==> src/rtl/tx_intf_pkg.sv <==
// rtl/tx_intf_pkg.sv - shared types and constants for the tx interface try tracker
package tx_intf_pkg;

  localparam int SN_W_DEF           = 10;
  localparam int TX_STATUS_FAIL_BIT = 4;
  localparam int TX_STATUS_CNT_MSB  = 3;

  typedef enum logic [2:0] {
    ST_IDLE,
    ST_TX,
    ST_WAIT_ACK,
    ST_RETRANS,
    ST_WAIT_RESTART,
    ST_REPORT
  } tx_state_e;

endpackage

==> src/rtl/ack_wait_timer.sv <==
// rtl/ack_wait_timer.sv - ACK wait counter; expires on the last cycle of the wait window
module ack_wait_timer #(
  parameter int TIMER_W = 16
) (
  input  logic               clk,
  input  logic               rstn,
  input  logic               load,
  input  logic               en,
  input  logic [TIMER_W-1:0] ack_timeout_top,
  output logic               expire
);

  logic [TIMER_W-1:0] count;
  logic [TIMER_W-1:0] last;

  // A zero top still gives a one-cycle window.
  always_comb begin
    last = '0;
    if (ack_timeout_top != '0) last = ack_timeout_top - TIMER_W'(1);
  end

  always_ff @(posedge clk) begin
    if (!rstn) begin
      count <= '0;
    end else if (load) begin
      count <= '0;
    end else if (en) begin
      count <= count + TIMER_W'(1);
    end
  end

  assign expire = en && (count == last);

endmodule

==> src/rtl/tx_try_tracker.sv <==
// rtl/tx_try_tracker.sv - follows one packet through tx, ACK wait and retries, emits one completion record
module tx_try_tracker
  import tx_intf_pkg::*;
#(
  parameter int TIMER_W = 16,
  parameter int SN_W    = SN_W_DEF
) (
  input  logic               clk,
  input  logic               rstn,
  input  logic               tx_start,
  input  logic               tx_end,
  input  logic               pkt_need_ack,
  input  logic [1:0]         pkt_linux_prio,
  input  logic [1:0]         pkt_queue_idx,
  input  logic [SN_W-1:0]    pkt_sn,
  input  logic [3:0]         max_num_retrans,
  input  logic [TIMER_W-1:0] ack_timeout_top,
  input  logic               ack_rx,
  input  logic               ack_addr_match,
  output logic               retrans_req,
  output logic               busy,
  output logic               tx_try_complete,
  output logic [4:0]         tx_status,
  output logic [1:0]         linux_prio,
  output logic [1:0]         tx_queue_idx,
  output logic [SN_W-1:0]    tx_pkt_sn
);

  tx_state_e state, next_state;

  logic            lat_need_ack;
  logic [1:0]      lat_prio;
  logic [1:0]      lat_queue_idx;
  logic [SN_W-1:0] lat_sn;
  logic [3:0]      lat_max;
  logic [3:0]      retrans_cnt;

  logic latch_pkt;
  logic timer_load;
  logic timer_en;
  logic timer_expire;
  logic cnt_inc;
  logic report_en;
  logic report_fail;

  ack_wait_timer #(
    .TIMER_W(TIMER_W)
  ) u_timer (
    .clk             (clk),
    .rstn            (rstn),
    .load            (timer_load),
    .en              (timer_en),
    .ack_timeout_top (ack_timeout_top),
    .expire          (timer_expire)
  );

  always_ff @(posedge clk) begin
    if (!rstn) state <= ST_IDLE;
    else       state <= next_state;
  end

  always_comb begin
    next_state      = state;
    retrans_req     = 1'b0;
    tx_try_complete = 1'b0;
    latch_pkt       = 1'b0;
    timer_load      = 1'b0;
    timer_en        = 1'b0;
    cnt_inc         = 1'b0;
    report_en       = 1'b0;
    report_fail     = 1'b0;
    case (state)
      ST_IDLE: begin
        if (tx_start) begin
          latch_pkt  = 1'b1;
          next_state = ST_TX;
        end
      end
      ST_TX: begin
        if (tx_end) begin
          if (lat_need_ack) begin
            timer_load = 1'b1;
            next_state = ST_WAIT_ACK;
          end else begin
            report_en  = 1'b1;
            next_state = ST_REPORT;
          end
        end
      end
      ST_WAIT_ACK: begin
        timer_en = 1'b1;
        // A matched ACK takes priority over a timeout in the same cycle.
        if (ack_rx && ack_addr_match) begin
          report_en  = 1'b1;
          next_state = ST_REPORT;
        end else if (timer_expire) begin
          if (retrans_cnt == lat_max) begin
            report_en   = 1'b1;
            report_fail = 1'b1;
            next_state  = ST_REPORT;
          end else begin
            next_state = ST_RETRANS;
          end
        end
      end
      ST_RETRANS: begin
        retrans_req = 1'b1;
        cnt_inc     = 1'b1;
        next_state  = ST_WAIT_RESTART;
      end
      ST_WAIT_RESTART: begin
        if (tx_start) next_state = ST_TX;
      end
      ST_REPORT: begin
        tx_try_complete = 1'b1;
        next_state      = ST_IDLE;
      end
      default: next_state = ST_IDLE;
    endcase
  end

  assign busy = (state != ST_IDLE);

  always_ff @(posedge clk) begin
    if (!rstn) begin
      lat_need_ack  <= 1'b0;
      lat_prio      <= '0;
      lat_queue_idx <= '0;
      lat_sn        <= '0;
      lat_max       <= '0;
      retrans_cnt   <= '0;
    end else if (latch_pkt) begin
      lat_need_ack  <= pkt_need_ack;
      lat_prio      <= pkt_linux_prio;
      lat_queue_idx <= pkt_queue_idx;
      lat_sn        <= pkt_sn;
      lat_max       <= max_num_retrans;
      retrans_cnt   <= '0;
    end else if (cnt_inc && (retrans_cnt != 4'hF)) begin
      retrans_cnt <= retrans_cnt + 4'd1;
    end
  end

  // Record outputs change only on the way into REPORT and then hold.
  always_ff @(posedge clk) begin
    if (!rstn) begin
      tx_status    <= '0;
      linux_prio   <= '0;
      tx_queue_idx <= '0;
      tx_pkt_sn    <= '0;
    end else if (report_en) begin
      tx_status[TX_STATUS_FAIL_BIT]  <= report_fail;
      tx_status[TX_STATUS_CNT_MSB:0] <= retrans_cnt;
      linux_prio                     <= lat_prio;
      tx_queue_idx                   <= lat_queue_idx;
      tx_pkt_sn                      <= lat_sn;
    end
  end

endmodule

==> config.mk <==
export PLATFORM = sky130hd
export DESIGN_NAME = tx_try_tracker
export DESIGN_NICKNAME = d
export VERILOG_FILES = /design/src/rtl/tx_intf_pkg.sv /design/src/rtl/ack_wait_timer.sv /design/src/rtl/tx_try_tracker.sv
export SDC_FILE = /design/constraint.sdc
export NUM_CORES = 1
export LEC_CHECK = 0
export ABC_AREA = 1
export CAP_MARGIN = 0
export CORE_MARGIN = 1.5
export CORE_UTILIZATION = 45
export CTS_BUF_LIST = sky130_fd_sc_hd__clkbuf_8
export DETAILED_ROUTE_END_ITERATION = 8
export GPL_TIMING_DRIVEN = 0
export PLACE_DENSITY = 0.8
export SETUP_SLACK_MARGIN = 0.1
export SYNTH_ARGS = -nofsm -noshare
export SYNTH_HDL_FRONTEND = slang
export SYNTH_SLANG_ARGS = --single-unit
==> constraint.sdc <==
create_clock -name clk -period 3.1 [get_ports clk]
set_input_delay 0.62 -clock clk [delete_from_list [all_inputs] [get_ports clk]]
set_output_delay 0.62 -clock clk [all_outputs]
set_load 0.05 [all_outputs]
======== Word level (Yosys, flattened, before mapping) ========
Index checks and enable logic that the tools add are counted.
cells by class
  $add $sub $neg .......................... 3
  equality and inequality tests ........... 11
  bitwise gates (word level) .............. 1
  muxes and demuxes ....................... 24
  reduce and logical (&&, ||, !) cells .... 10
operators with widths
  operator                                                                  number
  3-bit two-way mux                                                         6
  16-bit by 1-bit adder with 16-bit output (second input constant)          1
  16-bit equality test                                                      1
  16-bit two-way mux                                                        1
  16-bit nonzero test                                                       1
  16-bit by 1-bit subtractor with 16-bit output (second input constant)     1
  1-bit two-way mux                                                         15
  3-bit case mux with 4 select lines                                        1
  3-bit by 2-bit equality test with 1-bit output (second input constant)    2
  3-bit equality test (second input constant)                               2
  2-bit OR reduction                                                        3
  4-bit by 1-bit adder with 4-bit output (second input constant)            1
  4-bit equality test                                                       1
  4-bit inequality test (second input constant)                             1
  3-bit by 1-bit equality test with 1-bit output (second input constant)    1
  1-bit logical AND                                                         3
  3-bit logical NOT                                                         1
  3-bit inequality test (second input constant)                             1
  3-bit AND reduction                                                       1
  3-bit nonzero test                                                        1
  2-bit by 1-bit inequality test with 1-bit output (second input constant)  1
  2-bit inequality test (second input constant)                             1
  1-bit case mux with 2 select lines                                        1
  1-bit inverter                                                            1
word-level totals
  register bits ........................... 61
  output and inout port bits .............. 22
  bits of input ports ..................... 41

======== Depth between registers and ports, before layout ========
  word-level depth ........................ 7
  gate-level depth with buffers ........... 19
  depth with buffers taken out ............ 18

======== Hierarchy ========
Synthesis repeated with hierarchy kept, for this count alone.
second synthesis, totals
  cells, all modules ...................... 554
  area, all modules ....................... 3538.4 µm²
modules (own cells, without submodules)
  module          area an instance (µm²)  cells each  sequential area each (µm²)  times used
  tx_try_tracker  2037.0                  292         900.9                       1
  ack_wait_timer  1501.4                  262         320.3                       1

======== Worst setup path before layout ========
OpenSTA, ideal clock, no wires.
  path type ............................... input -> register
  start point ............................. input ack_timeout_top[0]
  end point ............................... register tx_pkt_sn[0]
  arrival ................................. 2.454 ns
  buffers on the path ..................... 2
  cell stages on the path ................. 16
  setup time .............................. 0.115 ns
  path slack .............................. 0.531 ns
  cells stage by stage .................... inv_1 > ha_1 > nand2_2 > nor2_4 > nand2_4 > buf_6 > nand2_4 > xor2_2 > nand4_1 > nor2_1 > nand3_1 > nand2_2 > nand2_4 > buf_6 > a21oi_1 > nor2_1
between the ends
  cells in the longest elaborated chain, start to end .. 7
ends and longest elaborated chain
  item                                                                                  line                   text
  start, declared                                                                       tx_try_tracker.sv:17   input logic [TIMER_W-1:0] ack_timeout_top,
  16-bit by 1-bit subtractor with 16-bit output or 16-bit nonzero test (tied branches)  ack_wait_timer.sv:19   if (ack_timeout_top != '0) last = ack_timeout_top - TIMER_W'(1);
  16-bit two-way mux (*)                                                                ack_wait_timer.sv:19
  16-bit equality test (*)                                                              ack_wait_timer.sv:32   assign expire = en && (count == last);
  1-bit logical AND (*)                                                                 ack_wait_timer.sv:32
  1-bit two-way mux (*)                                                                 tx_try_tracker.sv:96   end else if (timer_expire) begin
  1-bit two-way mux (*)                                                                 tx_try_tracker.sv:93   if (ack_rx && ack_addr_match) begin
  1-bit case mux with 2 select lines (*)                                                tx_try_tracker.sv:72   case (state)
  end signal, assigned                                                                  tx_try_tracker.sv:156  tx_pkt_sn <= lat_sn;
  end, declared                                                                         tx_try_tracker.sv:26   output logic [SN_W-1:0] tx_pkt_sn
Mark *: on every way between the ends. The rest lies on a longest branch, timed or not.
A chain may end at the register's enable or synchronous reset.

======== Final worst setup path ========
  start point ............................. input ack_timeout_top[0]
  end point ............................... register tx_status[1]
between the ends
  cells in the longest elaborated chain, start to end .. 7
ends and longest elaborated chain
  item                                                                                  line                   text
  16-bit by 1-bit subtractor with 16-bit output or 16-bit nonzero test (tied branches)  ack_wait_timer.sv:19
  16-bit two-way mux (*)                                                                ack_wait_timer.sv:19
  16-bit equality test (*)                                                              ack_wait_timer.sv:32
  1-bit logical AND (*)                                                                 ack_wait_timer.sv:32
  1-bit two-way mux (*)                                                                 tx_try_tracker.sv:96
  1-bit two-way mux (*)                                                                 tx_try_tracker.sv:93
  1-bit case mux with 2 select lines (*)                                                tx_try_tracker.sv:72
  end signal, assigned by index                                                         tx_try_tracker.sv:152  tx_status[TX_STATUS_FAIL_BIT] <= report_fail;
  end signal, assigned by index                                                         tx_try_tracker.sv:153  tx_status[TX_STATUS_CNT_MSB:0] <= retrans_cnt;
  end, declared                                                                         tx_try_tracker.sv:23   output logic [4:0] tx_status,
Marks and branches as above.

==> results.cfg <==
[die]
coreArea_mm2 = 0.00773
die-area_mm2 = 0.00851
die_x_um = 92.3
ios = 63
start_util_pct = 46.4
fp.dieH_um = 92.3
std_cell_rows = 32

[synthesis]
ys_seq_area_share_pct = 34.1
yosys.area.top_type = dfxtp_1
synth_top_area_share_pct = 34.1
synth_nets = 587
synthArstFlopShare_pct = 0
synthFlopType = dfxtp_1
yosys_warnings = 0
synth-seq-cells = 61
synth_edf_count = 0
synthTopCellsByArea = dfxtp_1, nand2_1, inv_1, a21oi_1, nor2_1
synthesis.area_mm2 = 0.00358
syn_inst = 543
avgSynthCellArea_um2 = 6.60
synth.distinct_cells = 32

[power]
power_switching_mw = 0.750
power_frac_seq_pct = 39.7
leakagePower_nw = 2.03
p_per_area_mw_per_mm2 = 496
max-vdd-ir-drop_v = 0.000428
comb_power_share_pct = 28.5
switching_share_pct = 32.7
power_mw = 2.30
p_int_mw = 1.55
pwr-share-clk_pct = 31.8

[setup_path]
worstSetupEndpointType = flip-flop
slowest_delay_ns = 0.41
cp.arrival_ns = 3.09
crit_start = ack_timeout_top[0]
start_kind = input pin
path_buf_inv = 4
cp_data_required_time_ns = 3.32
path_cells = clkdlybuf4s50_1, inv_2, ha_4, nand2_4, nor2_4, nand2_4, buf_8, nand3_2, nand3_1, nor2_1, nand3_1, nor2_2, nand3_1, nand2_2, nand2_4, buf_6, a21oi_1, nor2_1
critPathKind = input pin to flip-flop
crit_fanout = 10
r2r_start = state[2]$_SDFFE_PN0P_
cp_slowest_cell = clkdlybuf4s50_1
cpLargestDelayFamily = simple AND/OR/NAND/NOR gates

[global_route]
grt_pass1_wl_mm = 14.8
grt_overflow = 0
grt_start_max_net_pins = 11
grt_use_total_pct = 21.4
antenna_found_initial = 0
grt_pass1_vias = 3465

[cts]
htreeDepth = 3
cts.sinks = 61
tritoncts = done
clkLatencyLatePin_ns = 0.34
cts_buffer_depth = 2
cts_buffers = 9
root_buffer = clkbuf_8
cts.clk_slew.worst_paths_ns = 0.06
cts-hold-fix-buffers = 0

[job]
drv_cap = 0

[sta]
max_slew_margin_pct = 51.6
rsz0062_at_grt = false
finClkSkew_ns = 0.00819
fin_setup_tns_ns = 0
tightest_slew_ns = 0.720
post-route-min-period_ns = 2.86
finalHoldViolCount = 0
maxSlewViolCount = 0
setup_viol = 0
finalCritPeriodShare_pct = 92.4
fmax_mhz = 349

[layout]
final_util_pct = 59.9
drive_gt1_share_pct = 10.7
fillerInstances = 696
layout_common_cells = nand2_1, inv_1, dfxtp_1
nets = 663
syn_to_final_growth_pct = 29.2
fin_cells = 726
final_common_cell = nand2_1
n_antenna_cell = 0

[drt]
drc = 0
via_count = 3717
drtPass1Iterations = 4
ant_nets = 0
drt-wirelength-per-cell_um = 12.2
via_per_inst = 5.12
wl_mm = 8.87
drtIter0Drc = 164

[worst_hold_path]
min-delay-start = lat_prio[0]$_SDFFE_PN0P_
hold_class = flip-flop to flip-flop

[outcome]
outcome = complete, no violations

[place]
gp_congestion = 0.859
post-place-cells = 707
dpl.hpwl_mm = 6.80
port-buffer-count = 62
## path summary, 6_finish.rpt
check,cells past startpoint,endpoint,slack [ns]
max,18,tx_status[1]$_SDFFE_PN0P_,0.24
min,2,lat_prio[0]$_SDFFE_PN0P_,0.45
max reg2reg,12,u_timer.count[14]$_SDFFE_PP0P_,0.72
min reg2reg,2,lat_prio[0]$_SDFFE_PN0P_,0.45
## metrics by stage
stage | setup slack, ns | hold slack (ns) | cell area, um^2
floorplan | 0.531 | 0.423 | 3580
detailed placement | -0.349 | 0.436 | 4330
global placement | -0.253 | 0.432 | 4330
finish | 0.235 | 0.446 | 4630
CTS | 0.104 | 0.446 | 4550
global route | 0.0782 | 0.459 | 4630
## kinds of logic after synthesis
kind of cell             synth area share [%]
adder cells (fa/ha/maj)                  1.05
buffers and inverters                    12.0
flip-flops                               34.1
AND/OR/NAND/NOR                          37.1
AO/OA/AOI/OAI                            12.8
XOR/XNOR                                 2.90
## layer usage
| metal | global-route usage, % | up-vias | wire length (um) |
|---|---|---|---|
| met5 | 0 | - | 0 |
| met4 | 6.41 | 0 | 107 |
| met3 | 5.39 | 12 | 374 |
| met2 | 37.3 | 79 | 4410 |
| met1 | 25.8 | 1719 | 3980 |
| li1 | - | 1907 | - |
## state kept, by name (all words and copies together) (netlist names)
name	flops
retrans_cnt	4
tx_pkt_sn	10
lat_max	4
lat_queue_idx	2
state	3
linux_prio	2
tx_queue_idx	2
lat_prio	2
tx_status	5
lat_sn	10
u_timer.count	16
lat_need_ack	1
## synthesized netlist by cell type, types with 5 or more instances
cell type,instances
clkbuf_1,8
nand2_1,106
a21oi_1,61
nand3_1,44
nor3_1,12
nand4_1,16
o21ai_0,24
xor2_1,8
nor2_2,5
dfxtp_1,61
nand3_2,14
inv_1,83
nor2_1,61
buf_6,5
## tightest hold or removal path: stages (launching register included)
cell and delay, ns:
dfxtp_1 0.31, inv_1 0.05, a21oi_1 0.05
## what timing repair did
| action | 4_1_cts | 5_1_grt |
|---|---|---|
| buffers inserted | 0 | 3 |
| setup endpoints to repair | 19 | 19 |
| resized for setup | 2 | 16 |
| pin swaps | 0 | 2 |
| cloned | 0 | 0 |
## final cells by class
| cell class | instances | area [um^2] | area share (%) |
|---|---|---|---|
| timing repair buffer | 65 | 651 | 14.0 |
| tap | 102 | 128 | 2.76 |
| buffer | 18 | 124 | 2.67 |
| multi-input combinational | 381 | 1990 | 42.9 |
| sequential | 61 | 1220 | 26.4 |
| inverter | 83 | 312 | 6.73 |
| clock buffer | 12 | 165 | 3.57 |
| clock inverter | 4 | 45.0 | 0.972 |
## power by group through the flow
stage,logic [mW],clock network [mW],registers (mW)
finish,0.655,0.731,0.912
floorplan,0.328,0,1.03
CTS,0.646,0.741,0.911
global route,0.717,0.782,0.921
detailed placement,0.640,0,0.927
global placement,0.627,0,0.925
No activity file was read; power rests on OpenSTA's default activity.
